<file path="config.mk">
export PLATFORM = sky130hd
export DESIGN_NAME = sr_exec_monitor
export DESIGN_NICKNAME = d
export VERILOG_FILES = /design/src/rtl/sr_mon_pkg.sv /design/src/rtl/sr_mon_fifo.sv /design/src/rtl/sr_exec_monitor.sv
export SDC_FILE = /design/constraint.sdc
export NUM_CORES = 1
export LEC_CHECK = 0
export BUFFER_PORTS_ARGS = -buffer_cell sky130_fd_sc_hd__buf_2
export CORE_MARGIN = 3
export CORE_UTILIZATION = 35
export DETAILED_ROUTE_END_ITERATION = 8
export RECOVER_POWER = 25
export SLEW_MARGIN = 20
export SYNTH_ARGS = -nofsm -noshare
export SYNTH_HDL_FRONTEND = slang
export SYNTH_SLANG_ARGS = --single-unit
</file>
<file path="constraint.sdc">
create_clock -name clk -period 2.4 [get_ports clk]
set_clock_uncertainty 0.1 [all_clocks]
set_input_delay 0 -clock clk [delete_from_list [all_inputs] [get_ports clk]]
set_output_delay 0 -clock clk [all_outputs]
set_load 0.05 [all_outputs]
</file>
<file path="src/rtl/sr_mon_pkg.sv">
// Shared definitions for the execution monitor: instruction encodings,
// monitor state enum and the trace record layout.
package sr_mon_pkg;

    localparam logic [31:0] INSTR_EBREAK = 32'h0010_0073;
    localparam logic [31:0] INSTR_WFI    = 32'h1050_0073;

    // Record fields are sized for the widest supported configuration;
    // the monitor uses only the low PC_W / CNT_W bits.
    localparam int MAX_PC_W  = 64;
    localparam int MAX_CNT_W = 32;

    typedef enum logic [1:0] {
        ST_IDLE,
        ST_RUN,
        ST_STOPPED,
        ST_TIMEOUT
    } mon_state_e;

    typedef struct packed {
        logic [MAX_PC_W-1:0]  pc;
        logic [31:0]          instr;
        logic [MAX_CNT_W-1:0] cnt;
    } trace_rec_t;

endpackage

</file>
<file path="src/rtl/sr_mon_fifo.sv">
// Trace FIFO: DEPTH entries (power of 2, >= 2), synchronous clear,
// head entry visible on data_o, zero when empty.
module sr_mon_fifo #(
    parameter int WIDTH = 8,
    parameter int DEPTH = 8
) (
    input  logic             clk,
    input  logic             rst,
    input  logic             clr_i,
    input  logic             push_i,
    input  logic             pop_i,
    input  logic [WIDTH-1:0] data_i,
    output logic [WIDTH-1:0] data_o,
    output logic             full_o,
    output logic             empty_o
);

    localparam int AW = $clog2(DEPTH);

    logic [WIDTH-1:0] mem_q [DEPTH];
    logic [AW:0]      wr_ptr_q, wr_ptr_d;
    logic [AW:0]      rd_ptr_q, rd_ptr_d;
    logic             do_push, do_pop;

    assign empty_o = (wr_ptr_q == rd_ptr_q);
    assign full_o  = (wr_ptr_q[AW] != rd_ptr_q[AW]) &&
                     (wr_ptr_q[AW-1:0] == rd_ptr_q[AW-1:0]);
    assign do_pop  = pop_i && !empty_o;
    // A full FIFO still accepts a push when the head leaves in the same cycle.
    assign do_push = push_i && (!full_o || do_pop);
    assign data_o  = empty_o ? '0 : mem_q[rd_ptr_q[AW-1:0]];

    // Pointer next-state: clear wins, otherwise advance on accepted push/pop.
    always_comb begin
        wr_ptr_d = wr_ptr_q;
        rd_ptr_d = rd_ptr_q;
        if (clr_i) begin
            wr_ptr_d = '0;
            rd_ptr_d = '0;
        end else begin
            if (do_push) wr_ptr_d = wr_ptr_q + 1'b1;
            if (do_pop)  rd_ptr_d = rd_ptr_q + 1'b1;
        end
    end

    // Pointer registers.
    always_ff @(posedge clk or posedge rst) begin
        if (rst) begin
            wr_ptr_q <= '0;
            rd_ptr_q <= '0;
        end else begin
            wr_ptr_q <= wr_ptr_d;
            rd_ptr_q <= rd_ptr_d;
        end
    end

    // Storage write port.
    // NOTE: storage has no reset; the pointers define validity and data_o is
    // masked while empty, so stale contents never reach the outputs.
    always_ff @(posedge clk) begin
        if (do_push && !clr_i) mem_q[wr_ptr_q[AW-1:0]] <= data_i;
    end

endmodule

</file>
<file path="src/rtl/sr_exec_monitor.sv">
// Execution monitor: groups consecutive cycles at one PC into trace records,
// counts EBREAKs and run cycles, stops on WFI or run-cycle timeout.
// Optional trace FIFO enabled by defining SR_MON_TRACE_EN.
module sr_exec_monitor
    import sr_mon_pkg::*;
#(
    parameter int PC_W        = 32,
    parameter int CNT_W       = 16,
    parameter int TRACE_DEPTH = 8,
    parameter int TIMEOUT     = 10000
) (
    input  logic             clk,
    input  logic             rst,
    input  logic             run_i,
    input  logic             clear_i,
    input  logic [PC_W-1:0]  pc_i,
    input  logic [31:0]      instr_i,
    output logic             stop_o,
    output logic             timeout_o,
    output logic [7:0]       err_cnt_o,
    output logic [31:0]      cycle_o,
    output logic             trace_valid_o,
    input  logic             trace_ready_i,
    output logic [PC_W-1:0]  trace_pc_o,
    output logic [31:0]      trace_instr_o,
    output logic [CNT_W-1:0] trace_cycles_o,
    output logic             trace_ovf_o
);

    mon_state_e  state_q, state_d;
    trace_rec_t  rec_q, rec_d;
    logic        have_rec_q, have_rec_d;
    logic        wfi_pend_q, wfi_pend_d;
    logic [7:0]  err_q, err_d;
    logic [31:0] cycle_q, cycle_d;
    logic        stop_q, stop_d;
    logic        timeout_q, timeout_d;
    logic        push, capture;

    // Upper record bits beyond PC_W/CNT_W are always zero.
    logic rec_unused;
    assign rec_unused = ^rec_q;

    // Next-state, record tracking and counter updates.
    always_comb begin
        // NOTE: every variable gets a default first so no path infers a latch.
        state_d    = state_q;
        rec_d      = rec_q;
        have_rec_d = have_rec_q;
        wfi_pend_d = 1'b0;
        err_d      = err_q;
        cycle_d    = cycle_q;
        stop_d     = stop_q;
        timeout_d  = timeout_q;
        push       = 1'b0;
        capture    = 1'b0;
        if (clear_i) begin
            state_d    = ST_IDLE;
            rec_d      = '0;
            have_rec_d = 1'b0;
            err_d      = '0;
            cycle_d    = '0;
            stop_d     = 1'b0;
            timeout_d  = 1'b0;
        end else begin
            case (state_q)
                ST_IDLE: begin
                    if (run_i) state_d = ST_RUN;
                end
                ST_RUN: begin
                    cycle_d = cycle_q + 32'd1;
                    if (!have_rec_q) begin
                        capture = 1'b1;
                    end else if (pc_i == rec_q.pc[PC_W-1:0]) begin
                        if (rec_q.cnt[CNT_W-1:0] != {CNT_W{1'b1}})
                            rec_d.cnt = rec_q.cnt + 1'b1;
                    end else begin
                        push    = 1'b1;
                        capture = 1'b1;
                    end
                    if (capture) begin
                        rec_d.pc    = MAX_PC_W'(pc_i);
                        rec_d.instr = instr_i;
                        rec_d.cnt   = MAX_CNT_W'(1);
                        have_rec_d  = 1'b1;
                        if (instr_i == INSTR_EBREAK && err_q != 8'hFF)
                            err_d = err_q + 8'd1;
                    end
                    // WFI wins over a timeout reached in the same cycle.
                    if (capture && instr_i == INSTR_WFI) begin
                        state_d    = ST_STOPPED;
                        stop_d     = 1'b1;
                        wfi_pend_d = 1'b1;
                    end else if (cycle_d >= 32'(TIMEOUT)) begin
                        state_d   = ST_TIMEOUT;
                        timeout_d = 1'b1;
                    end
                end
                ST_STOPPED: begin
                    // The WFI record itself goes out on the first stopped cycle.
                    if (wfi_pend_q) push = 1'b1;
                end
                default: ;
            endcase
        end
    end

    // State and counter registers.
    always_ff @(posedge clk or posedge rst) begin
        // NOTE: non-blocking assignments so all flops update from pre-edge values.
        if (rst) begin
            state_q    <= ST_IDLE;
            rec_q      <= '0;
            have_rec_q <= 1'b0;
            wfi_pend_q <= 1'b0;
            err_q      <= '0;
            cycle_q    <= '0;
            stop_q     <= 1'b0;
            timeout_q  <= 1'b0;
        end else begin
            state_q    <= state_d;
            rec_q      <= rec_d;
            have_rec_q <= have_rec_d;
            wfi_pend_q <= wfi_pend_d;
            err_q      <= err_d;
            cycle_q    <= cycle_d;
            stop_q     <= stop_d;
            timeout_q  <= timeout_d;
        end
    end

    assign stop_o    = stop_q;
    assign timeout_o = timeout_q;
    assign err_cnt_o = err_q;
    assign cycle_o   = cycle_q;

`ifdef SR_MON_TRACE_EN
    localparam int REC_W = PC_W + 32 + CNT_W;

    logic [REC_W-1:0] fifo_wdata, fifo_rdata;
    logic             fifo_full, fifo_empty, pop;
    logic             ovf_q, ovf_d;

    assign fifo_wdata    = {rec_q.pc[PC_W-1:0], rec_q.instr, rec_q.cnt[CNT_W-1:0]};
    assign trace_valid_o = !fifo_empty;
    assign pop           = trace_valid_o && trace_ready_i;
    assign {trace_pc_o, trace_instr_o, trace_cycles_o} = fifo_rdata;
    assign trace_ovf_o   = ovf_q;

    // Sticky overflow: a push into a full FIFO with no pop is dropped.
    always_comb begin
        ovf_d = ovf_q;
        if (clear_i)                          ovf_d = 1'b0;
        else if (push && fifo_full && !pop)   ovf_d = 1'b1;
    end

    // Overflow flag register.
    always_ff @(posedge clk or posedge rst) begin
        if (rst) ovf_q <= 1'b0;
        else     ovf_q <= ovf_d;
    end

    sr_mon_fifo #(
        .WIDTH (REC_W),
        .DEPTH (TRACE_DEPTH)
    ) u_fifo (
        .clk     (clk),
        .rst     (rst),
        .clr_i   (clear_i),
        .push_i  (push),
        .pop_i   (pop),
        .data_i  (fifo_wdata),
        .data_o  (fifo_rdata),
        .full_o  (fifo_full),
        .empty_o (fifo_empty)
    );
`else
    assign trace_valid_o  = 1'b0;
    assign trace_pc_o     = '0;
    assign trace_instr_o  = '0;
    assign trace_cycles_o = '0;
    assign trace_ovf_o    = 1'b0;

    logic trace_unused;
    assign trace_unused = ^{push, trace_ready_i, 32'(TRACE_DEPTH)};
`endif

endmodule
</file>
; Yosys cells after proc, flatten, opt, wreduce, memory -nomap -nowiden
; Cells that the tools add are included.
[word_totals]
word_cells = 70
output_inout_bits = 124
inputBits = 69
register_bits = 109
[op_classes]
n_mux = 31
order_cmp = 1
n_reduce_logical = 18
addsub = 3
eq_ne = 9
[ops]
columns = operator, n
row1 = 2-to-1 mux 96 bit, 3
row2 = 2-to-1 mux 32 bit, 5
row3 = adder 32 x 1 -> 32 bit (second input constant), 2
row4 = == test 32 x 21 -> 1 bit (second input constant), 1
row5 = == test 32 x 29 -> 1 bit (second input constant), 1
row6 = == test 32 bit, 1
row7 = >= comparator 32 x 14 -> 1 bit (second input constant), 1
row8 = 2-to-1 mux 8 bit, 4
row9 = != test 16 bit (second input constant), 1
row10 = 2-to-1 mux 1 bit, 14
row11 = nonzero test 3 bit, 4
row12 = nonzero test 2 bit, 5
row13 = AND reduction 3 bit, 3
row14 = adder 8 x 1 -> 8 bit (second input constant), 1
row15 = 2-to-1 mux 2 bit, 4
row16 = != test 8 bit (second input constant), 1
row17 = != test 4 bit (second input constant), 1
row18 = one-hot mux 2 bit (2 select lines), 1
row19 = AND reduction 2 bit, 2
row20 = AND reduction 4 bit, 1
row21 = != test 3 bit (second input constant), 1
row22 = == test 2 x 1 -> 1 bit (second input constant), 1
row23 = logical AND 1 bit, 2
row24 = zero test 2 bit, 1
row25 = != test 2 bit (second input constant), 1

; Longest topological paths before layout
; Gate-level depths: netlist of run 1.
[depth]
ltp_word = 9
depth_mapped = 9
ltp_nobuf = 8

; Least setup slack after synthesis of run 1
; Ideal clock, no wire load.
[synth_timing]
path_kind = register to register
from = reg cycle_q[0], in the netlist cycle_o[0]
to = reg state_q[1]
arrival_time_ns = 2.358
period_less_slack_ns = 2.591
slack_ns = -0.191
path_stages_with_launch = 10
setup_time_ns = 0.133
n_path_buf = 1
required_time_ns = 2.167
cell_sequence = dfrtp_1 -> ha_1 -> and3_1 -> buf_2 -> nand4_4 -> nor4_4 -> o211a_1 -> o22ai_2 -> nor3_2 -> a311oi_1
[synth_between]
elab_chain_len = 4
[synth_rtl]
columns = element, line
row1 = start: declaration, sr_exec_monitor.sv:35  ; logic [31:0] cycle_q, cycle_d;
row2 = start signal: assignment, sr_exec_monitor.sv:126  ; cycle_q <= cycle_d;
row3 = adder 32 x 1 -> 32 bit, sr_exec_monitor.sv:71  ; cycle_d = cycle_q + 32'd1;
row4 = >= comparator 32 x 14 -> 1 bit, sr_exec_monitor.sv:94  ; end else if (cycle_d >= 32'(TIMEOUT)) begin
row5 = != test 4 bit (no line), n/a
row6 = AND reduction 3 bit (no line), n/a
row7 = end signal: assignment, sr_exec_monitor.sv:121  ; state_q <= state_d;
row8 = end: declaration, sr_exec_monitor.sv:30  ; mon_state_e state_q, state_d;
; Every way passes these cells.
; A chain may end at the register's enable or synchronous reset.

; Worst setup path in the final report of run 1
[layout_timing]
from = reg cycle_q[7], in the netlist cycle_o[7]
to = reg state_q[1]
; Same word-level chain as after synthesis.

==> results of run 1 <==
-- cells by family (layout without fill, tap and decap cells) --
family	after synthesis	count (layout)	share of synthesized area (%)
buf+inv	115	205	15.5
compound gates	50	50	6.40
simple gates	225	225	24.0
fa+ha+maj	2	2	0.477
flops	77	77	36.8
xor+xnor	68	68	11.5
mux	28	28	5.35
other cells	1	82	0.0715
-- layout make-up --
cell class	count	share of cell area, %
clock buffer	11	3.69
clock inverter	5	1.27
inverter	6	0.342
multi-input combinational	455	43.4
sequential	77	29.7
tap	184	3.50
timing repair buffer	183	18.1
-- power by group --
part / leakage (nW) / total (mW) / switching (mW) / internal (mW)
registers: 1.02 / 1.37 / 0.0318 / 1.34
clock network: 0.152 / 1.48 / 0.537 / 0.941
logic: 1.85 / 0.689 / 0.490 / 0.199
total: 3.02 / 3.54 / 1.06 / 2.48
-- cell usage after synthesis (3+ instances only) --
library cell	instances
buf_4	83
nor4b_1	4
nor4_4	3
dfrtp_1	77
nand3_1	28
clkbuf_8	5
mux2i_1	28
o21ai_0	11
a31oi_1	3
a21oi_1	17
nand2_1	31
nor3_1	6
and4_1	5
nand4_1	26
and3_1	5
buf_2	8
and2_1	3
nor2b_1	5
clkbuf_1	8
nor4_1	5
xnor2_1	42
xor2_1	25
nor2_1	76
buf_1	3
or3_1	5
inv_1	6
-- critical path, stage by stage (launching register included) --
cell and delay [ns]:
dfrtp_2 0.43, nand4_2 0.21, buf_4 0.22, nor4_4 0.34, nand4_1 0.13, o21ai_1 0.18
o211ai_2 0.12, nor3_2 0.24, a311oi_1 0.12
-- layer usage --
layer  part of all wire, %  routed length (um)
met4                  0.74                  94
met5                     0                   0
met2                    52                6630
met1                    41                5290
met3                   5.8                 743
-- what timing repair did --
item                                    CTS  global route
hold buffers                             36             0
hold endpoints to repair                 70             0
endpoints found under the setup margin    0             6
setup buffers                             0             1
gates resized for setup                   0             8
-- sequential cells by signal, indices dropped and copies added, names as in the netlist --
register and count:
state_q 2, timeout_o 1, err_cnt_o 8, have_rec_q 1, stop_o 1, rec_q 32
cycle_o 32
-- stage by stage --
stage          util (%)  setup TNS [ns]  area (um^2)  instances
2_1_floorplan         -               0         5580        647
3_3_place_gp       40.3               0         5880        868
3_5_place_dp       40.3               0         5880        868
4_1_cts            45.0               0         6570        920
5_1_grt            45.1         -0.0233         6590        921
6_report           45.1               0         6590        921
-- final timing paths --
path	from	to
min reg2reg	stop_o	stop_o
max in group asynchronous	rst	cycle_o[13]
min in group asynchronous	rst	cycle_o[30]
min	instr_i[28]	err_cnt_o[0]
max	cycle_o[7]	state_q[1]
max reg2reg	cycle_o[7]	state_q[1]
==> qor.yml, run 1 <==
use_met3_pct: 4.03
die_w_um: 128
final_common_cell: "buf_2"
rrSetupSlack_ns: 0.15
tightest_slew_ns: 1.42
mostFrequentLayoutCells: "88 x buf_2, 82 x conb_1, 76 x nor2_1"
die_y_um: 128
gp_congestion: 0.828
drive_gt1_share_pct: 26.7
clockBufferDepth: 2
seq_area_frac_synth_pct: 36.8
diodes: 0
drt-total-wl_um: 12800
drv_cap: 0
clkLatencyLatePin_ns: 0.34
min_period_ns: 2.25
synthCells: 566
grt.met1_usage_pct: 19.0
drv_slew: 0
portBuffers: 109
finalSetupViolCount: 0
via_per_inst: 4.72
synth_top_flop_cell: "dfrtp_1"
finalWorstSetupSlack_ns: 0.150
drc: 0
grt_pass1_vias: 4335
worst_ep_arrival_time_ns: 2.33
coreArea_um2: 14600
grt_use_met2_pct: 26.9
multi_input_area_um2: 2860
syn_area_um2: 5240
overflow: 0
synth_seq_cells: 77
path_class: "reg -> reg"
grt_antenna_before_repair: 0
dieArea_um2: 16500
hold_depth: 5
avgSynthCellArea_um2: 9.26
hold_path_class: "in -> reg"
initial_utilization_pct: 35.9
drt_iter0_drc: 245
dp_hpwl_um: 9430
num_vias: 4350
yosysTopAreaCell: "dfrtp_1"
crit_path_end_kind: "flip-flop"
grt_max_degree: 43
clk_pin_slew_worst_paths_ns: 0.06
synth-async-reset-ratio_pct: 100
netlist.area_leader.share_pct: 36.8
cts_max_level: 3
p_total_mw: 3.54
synth_edf_count: 0
worst_ir_drop_vdd_mv: 0.371
wl_per_cell_um: 13.9
yosys_warnings: 0
rows: 44
p_per_area_nw_per_um2: 538
final.period_utilization_pct: 93.7
grt.busiest_layer: "met2"
io_pins: 193
critPathMaxFanout: 8
syn2layout_area_growth_pct: 25.6
hold_viol: 0
ff_latch_area_um2: 1960
drtPass1Iterations: 4
cts_sinks: 77
cts_root_buf: "clkbuf_16"
leakagePower_nw: 3.02
fin_nets: 803
cp.required_ns: 2.48
n_fill_cell: 1430
rr_worst_depth: 8
max_freq_mhz: 444
relSlewSlack_pct: 5.22
rsz0062_at_grt: "yes"
fin_hold_ws_ns: 0.0254
grt_pass1_wl_um: 20900
place_ws_ns: 0.0522
yosysUniqueCellTypes: 66
grt_usage_pct: 15.5
crit_path_start_kind: "flip-flop"
status: "complete, no violations"
cts_tree: "done"
synth.area.top_cells: "dfrtp_1 37%, buf_4 12%, xnor2_1 7.0%"
cts_made_buffers: 9
postRouteAntennaNets: 0
Power figures use the tool's default switching activity.
==> inputs of run 2 (changes only) <==
CORE_UTILIZATION = 40   (was 35)
PLACE_DENSITY = 0.67   (was unset)
==> qor.yml, run 2 (synthesis gave the netlist of run 1 again) <==
status: "complete, no violations"
cp_cell_sequence: "ha_1, nand3_2, o41ai_2, o2111ai_1, a32oi_1, nand4_1, nor3_2, a311oi_1"
portBuffers: 109
cp_slowest_cell: "dfrtp_2"
drc: 0
wl_per_cell_um: 14.1
tightest_slew_ns: 1.24
dp_hpwl_um: 9010
rrSetupSlack_ns: 0.16
drv_cap: 0
via_per_inst: 4.83
cp.required_ns: 2.48
worst_ir_drop_vdd_mv: 0.374
gp_congestion: 0.848
final_common_cell: "buf_2"
rr_worst_depth: 8
wl_met1_um: 5170
dieArea_um2: 14500
diodes: 0
crit_path_end_kind: "flip-flop"
critical_path_buf_inv_count: 0
min_from: "clear_i"
p_comb_share_pct: 20.5
grt_usage_pct: 17.9
dpl_cell_area_um2: 5830
drv_slew: 0
grt_antenna_before_repair: 0
clkLatencyLatePin_ns: 0.34
seqPwrFrac_pct: 40.9
cpLargestDelayFamily: "compound AO/OA/AOI/OAI gates"
relSlewSlack_pct: 17.0
path_class: "reg -> reg"
clk_pin_slew_worst_paths_ns: 0.06
worst_ep_arrival_time_ns: 2.32
drtPass1Iterations: 4
drive_gt1_share_pct: 28.6
route.met2.wl_um: 6840
p_total_mw: 3.35
crit_path_start_kind: "flip-flop"
coreArea_um2: 12700
wl_met3_um: 617
fin_nets: 798
reg2reg_to: "state_q[1]"
hold_path_class: "in -> reg"
cts_sinks: 77
p_per_area_nw_per_um2: 514
io_pins: 193
place_ws_ns: 0.0373
num_vias: 4364
top_layer_used: "met4"
min_period_ns: 2.24
critPathMaxFanout: 6
rr_startpoint: "cycle_o[1]"
p_int_mw: 2.27
tns_ns: 0
switching_power_mw: 1.08
postRouteAntennaNets: 0
mostFrequentLayoutCells: "101 x buf_2, 82 x conb_1, 76 x nor2_1"
hold_viol: 0
syn2layout_area_growth_pct: 24.6
worstHoldEndpoint: "err_cnt_o[1]"
grt_pass1_wl_um: 21300
final.period_utilization_pct: 93.2
drt-total-wl_um: 12700
cts_made_buffers: 9
max_freq_mhz: 447
p_sw_share_pct: 32.3
drt_iter0_drc: 216
cts_tree: "done"
clockBufferDepth: 2
grt_pass1_vias: 4406
fin_area_um2: 6530
overflow: 0
crit_path_max_incr_delay_ns: 0.40
rows: 41
grt_max_degree: 38
die_y_um: 120
finalWorstSetupSlack_ns: 0.162
finalSetupViolCount: 0
cts_max_level: 3
leakagePower_nw: 3.02
initial_utilization_pct: 41.2
clkPwrFrac_pct: 38.6
cts_root_buf: "clkbuf_16"
die_w_um: 120
hold_depth: 2
-- run 2: per-stage QoR --
stage	util [%]	cells	hold WS (ns)
2_1_floorplan	-	647	0.0307
3_3_place_gp	45.8	849	0.0500
3_5_place_dp	45.8	849	0.0519
4_1_cts	50.9	901	0.117
5_1_grt	51.3	904	0.137
6_report	51.3	904	0.117
-- run 2: layout make-up --
cell class	instances	area, um^2
Sequential cell	77	1960
Tap cell	172	215
Clock buffer	10	239
Inverter	6	22.5
Timing Repair Buffer	178	1180
Multi-Input combinational cell	455	2870
Fill cell	1177	6190
Clock inverter	6	47.5
-- run 2: worst max path at each step --
stage | start | to | cells after the start
final | cycle_o[1] | state_q[1] | 8
after global routing | cycle_o[1] | state_q[1] | 8
after CTS | cycle_o[1] | state_q[1] | 8
after detailed placement | cycle_o[16] | state_q[1] | 8
after global placement | cycle_o[1] | state_q[1] | 8
after floorplan | cycle_o[21] | state_q[1] | 8
-- run 2: power groups by stage --
stage	Sequential, mW	Clock [mW]	Combinational (mW)
detailed placement	1.40	0	0.636
CTS	1.37	1.33	0.681
floorplan	1.40	0	0.600
global route	1.38	1.39	0.739
global placement	1.39	0	0.625
finish	1.37	1.29	0.687
-- run 2: per-layer routing --
| layer | global-route usage (%) | vias to the layer above |
|---|---|---|
| met5 | 0 | - |
| met4 | 3.90 | 0 |
| met2 | 32.3 | 135 |
| met3 | 4.58 | 13 |
| li1 | - | 2103 |
| met1 | 21.5 | 2113 |
-- run 2: timing repair --
item | CTS | global route
endpoints found under the hold margin | 64 | 0
hold buffers | 36 | 0
buffers inserted | 0 | 3
resized for setup | 0 | 12
endpoints found under the setup margin | 0 | 4
